`src/rtl/f2c_dma_sched_pkg.sv`:
```
// Shared types and constants for the FPGA->CPU DMA scheduler.
package f2c_dma_sched_pkg;

    localparam int F2C_NUMCHUNKS_NBITS   = 3;
    localparam int F2C_CHUNKSIZE_NBITS   = 9;
    localparam int F2C_CHUNKSIZE         = 1 << F2C_CHUNKSIZE_NBITS;
    localparam int F2C_CHUNKSIZE_DWS     = F2C_CHUNKSIZE / 4;
    localparam int F2C_PAYLOAD_DWS_NBITS = 5;
    localparam int MTR_F2C_WRPTR         = 0;

    typedef logic [29:0] DWAddr;
    typedef logic [9:0]  DWCount;
    typedef logic [31:0] Data;
    typedef logic [F2C_NUMCHUNKS_NBITS-1:0] F2CChunkIndex;

    typedef enum logic {
        F2C_DATA   = 1'b0,
        F2C_METRIC = 1'b1
    } F2CReqKind;

    typedef enum logic [1:0] {
        ST_IDLE   = 2'd0,
        ST_DATA   = 2'd1,
        ST_METRIC = 2'd2
    } f2c_state_e;

endpackage

```
`src/rtl/f2c_dma_sched_if.sv`:
```
// Request channel from the F2C scheduler to the TLP transmit engine.
interface f2c_dma_sched_if;
    import f2c_dma_sched_pkg::*;

    logic      txValid;
    logic      txReady;
    F2CReqKind txKind;
    DWAddr     txAddr;
    DWCount    txDwCount;
    Data       txData;

    modport master (
        output txValid, txKind, txAddr, txDwCount, txData,
        input  txReady
    );

    modport slave (
        input  txValid, txKind, txAddr, txDwCount, txData,
        output txReady
    );
endinterface

```
`src/rtl/f2c_dma_sched.sv`:
```
// F2C DMA scheduler: splits each ring chunk into max-payload write requests,
// then publishes the updated write pointer with a 1-DW metrics write.
module f2c_dma_sched
    import f2c_dma_sched_pkg::*;
#(
    parameter int CHUNK_NBITS       = F2C_NUMCHUNKS_NBITS,
    parameter int CHUNK_DWS_NBITS   = F2C_CHUNKSIZE_NBITS - 2,
    parameter int PAYLOAD_DWS_NBITS = F2C_PAYLOAD_DWS_NBITS
) (
    input  logic                   pcieClk_in,
    input  logic                   pcieRst_in,
    input  logic                   dmaEnable_in,
    input  DWAddr                  f2cBase_in,
    input  DWAddr                  mtrBase_in,
    input  logic [CHUNK_NBITS-1:0] f2cRdPtr_in,
    input  logic                   chunkAvail_in,
    output logic                   chunkDone_out,
    output logic [CHUNK_NBITS-1:0] f2cWrPtr_out,
    f2c_dma_sched_if.master        tx
);

    localparam int IDX_DIFF  = CHUNK_DWS_NBITS - PAYLOAD_DWS_NBITS;
    localparam int TLP_IDX_W = (IDX_DIFF > 0) ? IDX_DIFF : 1;
    localparam logic [TLP_IDX_W-1:0] LAST_IDX = TLP_IDX_W'((1 << IDX_DIFF) - 1);
    localparam DWCount PAYLOAD_DWS = DWCount'(1 << PAYLOAD_DWS_NBITS);

    f2c_state_e             state_q, state_d;
    logic [CHUNK_NBITS-1:0] wrPtr_q, wrPtr_d;
    logic [TLP_IDX_W-1:0]   tlpIdx_q, tlpIdx_d;
    logic                   valid_q, valid_d;
    F2CReqKind              kind_q, kind_d;
    DWAddr                  addr_q, addr_d;
    DWCount                 cnt_q, cnt_d;
    Data                    data_q, data_d;
    logic                   done_q, done_d;

    logic [CHUNK_NBITS-1:0] ptrInc;
    logic [TLP_IDX_W-1:0]   idxInc;
    logic                   full;
    logic                   xfer;

    function automatic DWAddr data_addr(input DWAddr base,
                                        input logic [CHUNK_NBITS-1:0] ptr,
                                        input logic [TLP_IDX_W-1:0] idx);
        return base + (DWAddr'(ptr) << CHUNK_DWS_NBITS)
                    + (DWAddr'(idx) << PAYLOAD_DWS_NBITS);
    endfunction

    assign ptrInc = wrPtr_q + CHUNK_NBITS'(1);
    assign idxInc = tlpIdx_q + TLP_IDX_W'(1);
    // One slot stays empty so wrPtr == rdPtr always means "ring empty".
    assign full   = (ptrInc == f2cRdPtr_in);
    assign xfer   = valid_q && tx.txReady;

    always_comb begin
        state_d  = state_q;
        wrPtr_d  = wrPtr_q;
        tlpIdx_d = tlpIdx_q;
        valid_d  = valid_q;
        kind_d   = kind_q;
        addr_d   = addr_q;
        cnt_d    = cnt_q;
        data_d   = data_q;
        done_d   = 1'b0;

        unique case (state_q)
            ST_IDLE: begin
                if (!dmaEnable_in) begin
                    wrPtr_d = '0;
                end else if (chunkAvail_in && !full) begin
                    state_d  = ST_DATA;
                    tlpIdx_d = '0;
                    valid_d  = 1'b1;
                    kind_d   = F2C_DATA;
                    addr_d   = data_addr(f2cBase_in, wrPtr_q, '0);
                    cnt_d    = PAYLOAD_DWS;
                    data_d   = '0;
                end
            end
            ST_DATA: begin
                if (xfer) begin
                    if (tlpIdx_q == LAST_IDX) begin
                        // Chunk handed off: advance the pointer and publish it.
                        wrPtr_d = ptrInc;
                        done_d  = 1'b1;
                        state_d = ST_METRIC;
                        kind_d  = F2C_METRIC;
                        addr_d  = mtrBase_in + DWAddr'(MTR_F2C_WRPTR);
                        cnt_d   = DWCount'(1);
                        data_d  = Data'(ptrInc);
                    end else begin
                        tlpIdx_d = idxInc;
                        addr_d   = data_addr(f2cBase_in, wrPtr_q, idxInc);
                    end
                end
            end
            ST_METRIC: begin
                if (xfer) begin
                    state_d = ST_IDLE;
                    valid_d = 1'b0;
                end
            end
            default: begin
                state_d = ST_IDLE;
                valid_d = 1'b0;
            end
        endcase
    end

    always_ff @(posedge pcieClk_in or posedge pcieRst_in) begin
        if (pcieRst_in) begin
            state_q  <= ST_IDLE;
            wrPtr_q  <= '0;
            tlpIdx_q <= '0;
            valid_q  <= 1'b0;
            kind_q   <= F2C_DATA;
            addr_q   <= '0;
            cnt_q    <= '0;
            data_q   <= '0;
            done_q   <= 1'b0;
        end else begin
            state_q  <= state_d;
            wrPtr_q  <= wrPtr_d;
            tlpIdx_q <= tlpIdx_d;
            valid_q  <= valid_d;
            kind_q   <= kind_d;
            addr_q   <= addr_d;
            cnt_q    <= cnt_d;
            data_q   <= data_d;
            done_q   <= done_d;
        end
    end

    assign tx.txValid    = valid_q;
    assign tx.txKind     = kind_q;
    assign tx.txAddr     = addr_q;
    assign tx.txDwCount  = cnt_q;
    assign tx.txData     = data_q;
    assign chunkDone_out = done_q;
    assign f2cWrPtr_out  = wrPtr_q;

endmodule

```
`src/flat_wrapper.sv`:
```
// flat-port wrapper written by rule: the top's interface ports become plain ports
module f2c_dma_sched_flat import f2c_dma_sched_pkg::*;
#(
    parameter int CHUNK_NBITS       = F2C_NUMCHUNKS_NBITS,
    parameter int CHUNK_DWS_NBITS   = F2C_CHUNKSIZE_NBITS - 2,
    parameter int PAYLOAD_DWS_NBITS = F2C_PAYLOAD_DWS_NBITS
)
  (pcieClk_in, pcieRst_in, dmaEnable_in, f2cBase_in, mtrBase_in, f2cRdPtr_in, chunkAvail_in, chunkDone_out, f2cWrPtr_out, tx_txValid, tx_txKind, tx_txAddr, tx_txDwCount, tx_txData, tx_txReady);
  f2c_dma_sched_if tx_i ();
  input  logic pcieClk_in;
  input  logic pcieRst_in;
  input  logic dmaEnable_in;
  input  DWAddr f2cBase_in;
  input  DWAddr mtrBase_in;
  input  logic [CHUNK_NBITS-1:0] f2cRdPtr_in;
  input  logic chunkAvail_in;
  output logic chunkDone_out;
  output logic [CHUNK_NBITS-1:0] f2cWrPtr_out;
  output wire logic [$bits(tx_i.txValid)-1:0] tx_txValid;
  output wire logic [$bits(tx_i.txKind)-1:0] tx_txKind;
  output wire logic [$bits(tx_i.txAddr)-1:0] tx_txAddr;
  output wire logic [$bits(tx_i.txDwCount)-1:0] tx_txDwCount;
  output wire logic [$bits(tx_i.txData)-1:0] tx_txData;
  input wire logic [$bits(tx_i.txReady)-1:0] tx_txReady;
  assign tx_txValid = tx_i.txValid;
  assign tx_txKind = tx_i.txKind;
  assign tx_txAddr = tx_i.txAddr;
  assign tx_txDwCount = tx_i.txDwCount;
  assign tx_txData = tx_i.txData;
  assign tx_i.txReady = tx_txReady;
  f2c_dma_sched #(.CHUNK_NBITS(CHUNK_NBITS), .CHUNK_DWS_NBITS(CHUNK_DWS_NBITS), .PAYLOAD_DWS_NBITS(PAYLOAD_DWS_NBITS)) u_core (.pcieClk_in(pcieClk_in), .pcieRst_in(pcieRst_in), .dmaEnable_in(dmaEnable_in), .f2cBase_in(f2cBase_in), .mtrBase_in(mtrBase_in), .f2cRdPtr_in(f2cRdPtr_in), .chunkAvail_in(chunkAvail_in), .chunkDone_out(chunkDone_out), .f2cWrPtr_out(f2cWrPtr_out), .tx(tx_i));
endmodule
```
`config.mk`:
```
export PLATFORM = sky130hd
export DESIGN_NAME = f2c_dma_sched_flat
export DESIGN_NICKNAME = d
export VERILOG_FILES = /design/src/rtl/f2c_dma_sched_pkg.sv /design/src/rtl/f2c_dma_sched_if.sv /design/src/rtl/f2c_dma_sched.sv /design/src/flat_wrapper.sv
export SDC_FILE = /design/constraint.sdc
export NUM_CORES = 1
export LEC_CHECK = 0
export BUFFER_PORTS_ARGS = -buffer_cell sky130_fd_sc_hd__buf_2
export CORE_MARGIN = 3
export CORE_UTILIZATION = 35
export DETAILED_ROUTE_END_ITERATION = 16
export SLEW_MARGIN = 20
export SYNTH_ARGS = -nofsm -noshare
export SYNTH_HDL_FRONTEND = slang
export SYNTH_SLANG_ARGS = --single-unit
```
`constraint.sdc`:
```
create_clock -name pcieClk_in -period 3.9 [get_ports pcieClk_in]
set_input_delay 0.78 -clock pcieClk_in [delete_from_list [all_inputs] [get_ports pcieClk_in]]
set_output_delay 0.78 -clock pcieClk_in [all_outputs]
set_load 0.01 [all_outputs]
```
==> metrics, run 1 <==
ys async rst share 1.000; max incr delay on CP around 0.48 ns; Max Fanout on Critical Path 7; CTS H-Tree Depth 2; Final Slew Violations 0; RSZ-0062 raised after global routing false; Setup Fix Bufs, Post-CTS 0; Setup Total Neg Slack 0 ns; # DRC 0; top_reg_cell synth dfrtp_1; placed cell area 4355 sq um; maxcap violations 0; Port Buf Inserts roughly 110; dpl ws 0.2054 ns; first-pass GRT wire length approximately 17000 um; router iterations before antenna repair 5; Max Freq 0.2901 GHz; startpoint types input port; clk root buf clkbuf_8; register area 1101 sq um; leading area contributor after synthesis dfrtp_1; number of synthesized register bits 44; most frequent cells in the layout buf_2 (108), nand2_1 (69), dfrtp_1 (44); Core Region about 10000 sq um; number of CTS-inserted buffers 5; Ant. Diodes 0; Core Rows 37; PostCTS Resize Cnt 0; Die Y ~110 um; layout cells sized above 1 0.2721; slowest library cell on the worst path fa_1; crit-path cells buf_2 > ha_1 > fa_1 > a21oi_2 > nor4_2 > xor2_1 > o211ai_1 > nor3_2 > or4b_1 > a21oi_1 > o21ai_1; post-synthesis cell area 3786 sq um; Crit path required time between 4 and 5 ns; vias approximately 3.7k; hpwl dp between 8000 and 9000 um; skew final between 0.005 and 0.006 ns; Yosys warnings 0; largest net degree at the start of global routing 45; sequential fraction of the synthesis area 0.2908; Final WS setup approximately 0.45 ns; # hold bufs at CTS 0; Area Growth Syn to Fin 17.58%; Final nets between 600 and 700; worst hold slack around 0.47 ns; VDD IR max around 0.00032 V; CTS Buffer Depth 2; cell area after layout approximately 4500 sq um; status finished clean; PD cells 546.8 nW/um^2; Unique masters post-synth 69; Via density roughly 5.3; Util after Layout 0.4274; Multi-input gate area roughly 2400 sq um; Crit Path Class input port to flip-flop; initial drt markers 284; Initial Utilization 0.3635; ANT nets after route 0; EDFF count, synth 0; final period utilization 0.8839; CTS clock-pin slew for the worst setup and hold paths around 0.08 ns; Die Wd 110.0 um; initial antenna violation count 0; CTS tree yes; HP Class flip-flop to flip-flop; final-report hold violation count 0; ranking of synthesized cells by area dfrtp_1 (29%), buf_4 (7.9%), nand2_1 (6.8%), o21ai_0 (4.2%), nor2_1 (3.8%); total grt overflow 0; I/O Pins approximately 150; Worst Tran Pin Value 0.9412 ns; syn_area_per_cell slightly above 8 sq um; total die area about 12000 sq um; Sink Count 44; Syn Inst Count ~460; Tmin final 3.447 ns; worst skew pair latency 0.30 ns; Synth top area share 0.2908; Critical Path AT 3.64 ns; CP Capture Type flip-flop; final setup violating endpoints 0; final wirelength around 11000 um; Slew headroom 0.3716; commonest non-fill, non-tap cell in the layout buf_2; routed len/inst approximately 16 um; P_leak between 2 and 2.5 nW; Final Wtd Congestion between 0.8 and 0.9; Fillers approximately 1.1k; GRT Total Usage 0.1806; vias in the first global route between 3k and 4k
==> flip-flops by register name, summed over array words and instances, names as in the netlist <==
name                  flops
u_core.tx.txData          3
u_core.tx.txDwCount       2
u_core.f2cWrPtr_out       3
u_core.tx.txValid         1
u_core.tx.txAddr         30
u_core.tlpIdx_q           2
u_core.chunkDone_out      1
u_core.state_q            2
==> logic make-up (layout without fill, tap and decap cells) <==
group | count (synthesis) | in the layout | share of synthesized area
AND/OR/NAND/NOR | 178 | 178 | 0.2462
AO/OA/AOI/OAI | 124 | 124 | 0.2274
buffers and inverters | 69 | 137 | 0.1127
flip-flops | 44 | 44 | 0.2908
XOR/XNOR | 29 | 29 | 0.06709
adder cells (fa/ha/maj) | 9 | 9 | 0.03371
multiplexers | 8 | 8 | 0.02115
other | 1 | 37 | 0.0009905
==> area by class of cell <==
| class | instances | area share |
|---|---|---|
| tap | 136 | 0.03822 |
| inverter | 8 | 0.006745 |
| multi-input combinational | 385 | 0.5410 |
| clock buffer | 7 | 0.02164 |
| timing repair buffer | 122 | 0.1450 |
| sequential | 44 | 0.2473 |
==> cells in the mapped netlist, drive strengths merged, types with 2 or more instances <==
cell type / number
a211o: 2
a21o: 5
a21oi: 27
a221oi: 4
a22o: 2
a31oi: 8
and3: 7
and4: 2
buf: 45
clkbuf: 16
dfrtp: 44
fa: 2
ha: 7
inv: 8
mux2i: 8
nand2: 69
nand3: 11
nand3b: 3
nand4: 10
nor2: 38
nor3: 10
nor3b: 3
nor4: 7
nor4b: 3
o2111ai: 3
o211ai: 5
o21ai: 34
o21ba: 3
o221ai: 9
o22ai: 3
o31ai: 7
or2: 3
or3: 6
xnor2: 14
xor2: 15
==> per-layer routing <==
layer | routed length, um | vias to the layer above | track usage
met3 | 868 | 12 | 0.02737
met1 | 4893 | 1742 | 0.2499
met5 | 0 | - | 0
li1 | - | 1810 | -
met2 | 5041 | 155 | 0.2886
met4 | 211 | 0 | 0.05877
==> path summary, 6_finish.rpt <==
kind	startpoint	endpoint	slack, ns	cells past startpoint
setup / recovery	f2cBase_in[7]	u_core.tx.txAddr[25]	0.45	11
hold / removal	u_core.tx.txDwCount[5]	u_core.tx.txDwCount[5]	0.47	1
setup reg to reg	u_core.f2cWrPtr_out[0]	u_core.tx.txAddr[25]	0.53	10
hold reg to reg	u_core.tx.txDwCount[5]	u_core.tx.txDwCount[5]	0.47	1
max in group asynchronous	pcieRst_in	u_core.tx.txAddr[12]	2.63	2
min in group asynchronous	pcieRst_in	u_core.tx.txAddr[6]	0.69	2
==> metrics by stage <==
stage	power, mW	std cells
CTS	2.456	702
global route	2.664	702
floorplan	1.689	498
finish	2.434	702
detailed placement	2.141	695
global placement	2.118	695
==> power breakdown <==
part	internal [mW]	total [mW]	switching, mW
clock	0.158	0.307	0.149
sequential	0.656	0.784	0.128
combinational	0.518	1.34	0.825
==> critical path: cells and delay by family <==
family	cells	cell delay (ns)
xor gates and xnor gates	1	0.38
adders and majority gates	2	0.76
and+or+nand+nor	3	0.81
buffers and inverters	1	0.11
AOI/OAI and AO/OA	4	0.80
(Power assumes the default switching activity.)
==> run 2, diff against run 1 <==
--- a/config.mk
+++ b/config.mk
@@ -9,6 +9,7 @@
 export CORE_MARGIN = 3
 export CORE_UTILIZATION = 35
 export DETAILED_ROUTE_END_ITERATION = 16
+export MAX_ROUTING_LAYER = met4
 export SLEW_MARGIN = 20
 export SYNTH_ARGS = -nofsm -noshare
 export SYNTH_HDL_FRONTEND = slang
==> metrics, run 2 (synthesis results as in run 1) <==
Die Wd between 100 and 150 um; Final Slew Violations 0; most frequent cells in the layout buf_2 (108), nand2_1 (69), dfrtp_1 (44); min-delay src u_core.tx.txAddr[6]; hpwl dp approximately 8600 um; total power ~2.4 mW; VDD IR max approximately 0.00026 V; HP Class flip-flop to flip-flop; Tmin final ~3.5 ns; PostCTS Resize Cnt 0; CTS tree yes; CTS H-Tree Depth 2; I/O Pins ~150; Hold Path Sink u_core.tx.txAddr[6]; # DRC 0; Initial Utilization 0.3635; vias in the first global route between 3k and 4k; final wirelength ~11000 um; max incr delay on CP around 0.48 ns; Core Region roughly 10000 sq um; Die Y approximately 110 um; CP Buf/Inv Count 1; Critical Path AT between 3 and 4 ns; Final WS setup ~0.45 ns; Slew headroom 0.3740; dpl ws between 0.15 and 0.2 ns; total grt overflow 0; slowest library cell on the worst path fa_1; Max Freq approximately 0.29 GHz; total die area about 12000 sq um; initial drt markers 257; Setup Fix Bufs, Post-CTS 0; hold path depth 2; Port Buf Inserts 108; cell class contributing the biggest share of worst-path delay compound AO/OA/AOI/OAI gates; worst reg2reg setup slack about 0.53 ns; CTS clock-pin slew for the worst setup and hold paths around 0.08 ns; FF-to-FF Start u_core.f2cWrPtr_out[0]; Crit path required time 4.09 ns; Max Fanout on Critical Path 7; vias between 3k and 4k; RSZ-0062 raised after global routing false; final-report hold violation count 0; commonest non-fill, non-tap cell in the layout buf_2; layout cells sized above 1 0.2698; first-pass GRT wire length roughly 17000 um; max reg flops 30; PD cells about 550 nW/um^2; CP Capture Type flip-flop; Setup Total Neg Slack 0 ns; Area Growth Syn to Fin 17.42%; # hold bufs at CTS 0; Ant. Diodes 0; router iterations before antenna repair 4; startpoint types input port; stages on the worst setup path 11; crit-path cells buf_2 > ha_1 > fa_1 > a21oi_2 > o2111a_1 > a211o_1 > nand4_2 > nor3_2 > or4b_1 > a21oi_1 > o21ai_1; maxcap violations 0; routed len/inst about 16 um; final setup violating endpoints 0; final period utilization 0.8856; Final Wtd Congestion ~0.86; Via density 5.211; worst hold slack 0.4765 ns; status finished clean; Worst Tran Pin Value 0.9376 ns; FF-to-FF End u_core.tx.txAddr[25]; clk root buf clkbuf_8; skew final approximately 0.0057 ns; non-filler instance count after layout between 700 and 800; CTS Buffer Depth 2; initial antenna violation count 0; ANT nets after route 0; placed cells 695; Crit Path Class input port to flip-flop; Core Rows 37; worst skew pair latency approximately 0.3 ns; number of CTS-inserted buffers 5; Final nets between 600 and 700; reg2reg path depth 10; GRT Total Usage 0.1845; P_leak about 2 nW; largest net degree at the start of global routing 45; Sink Count 44
## run 2: power breakdown
group	switching, mW	internal (mW)
Combinational	0.828	0.519
Clock	0.152	0.145
Sequential	0.128	0.656
## run 2: worst reg2reg max path, stage by stage, from the launching register on
cell,delay (ns)
dfrtp_1,0.47
ha_1,0.31
fa_1,0.48
a21oi_2,0.37
o2111a_1,0.25
a211o_1,0.25
nand4_2,0.21
nor3_2,0.22
or4b_1,0.45
a21oi_1,0.18
o21ai_1,0.07
## run 2: per-layer routing
metal | up-vias | wire (um) | track usage | share of wire
met5 | - | 0 | - | 0
met4 | 0 | 74 | 0.04541 | 0.0068
met3 | 4 | 898 | 0.03262 | 0.082
met2 | 152 | 5098 | 0.2881 | 0.47
met1 | 1696 | 4853 | 0.2489 | 0.44
li1 | 1811 | - | - | -
## run 2: stage by stage
step	util	area, sq um
3_5_place_dp	0.4181	4355
4_1_cts	0.4268	4446
5_1_grt	0.4268	4446
2_1_floorplan	-	3921
3_3_place_gp	0.4181	4355
6_report	0.4268	4446
## run 2: worst max path at each step
stage	startpoint	endpoint	slack [ns]
6_report	f2cBase_in[7]	u_core.tx.txAddr[25]	0.45
5_1_grt	f2cBase_in[7]	u_core.tx.txAddr[25]	0.21
4_1_cts	f2cBase_in[7]	u_core.tx.txAddr[25]	0.48
3_5_place_dp	f2cBase_in[7]	u_core.tx.txAddr[24]	0.16
3_3_place_gp	f2cBase_in[7]	u_core.tx.txAddr[25]	0.26
2_1_floorplan	f2cBase_in[7]	u_core.tx.txAddr[25]	0.47
## run 2: final cells by class
| class | count | area [sq um] |
|---|---|---|
| multi-input cells | 385 | 2409 |
| inverters | 8 | 30.03 |
| flip-flops and latches | 44 | 1101 |
| well taps | 136 | 170.2 |
| repair buffers | 122 | 645.6 |
| fillers | 1096 | 5971 |
| clock buffers | 8 | 90.09 |
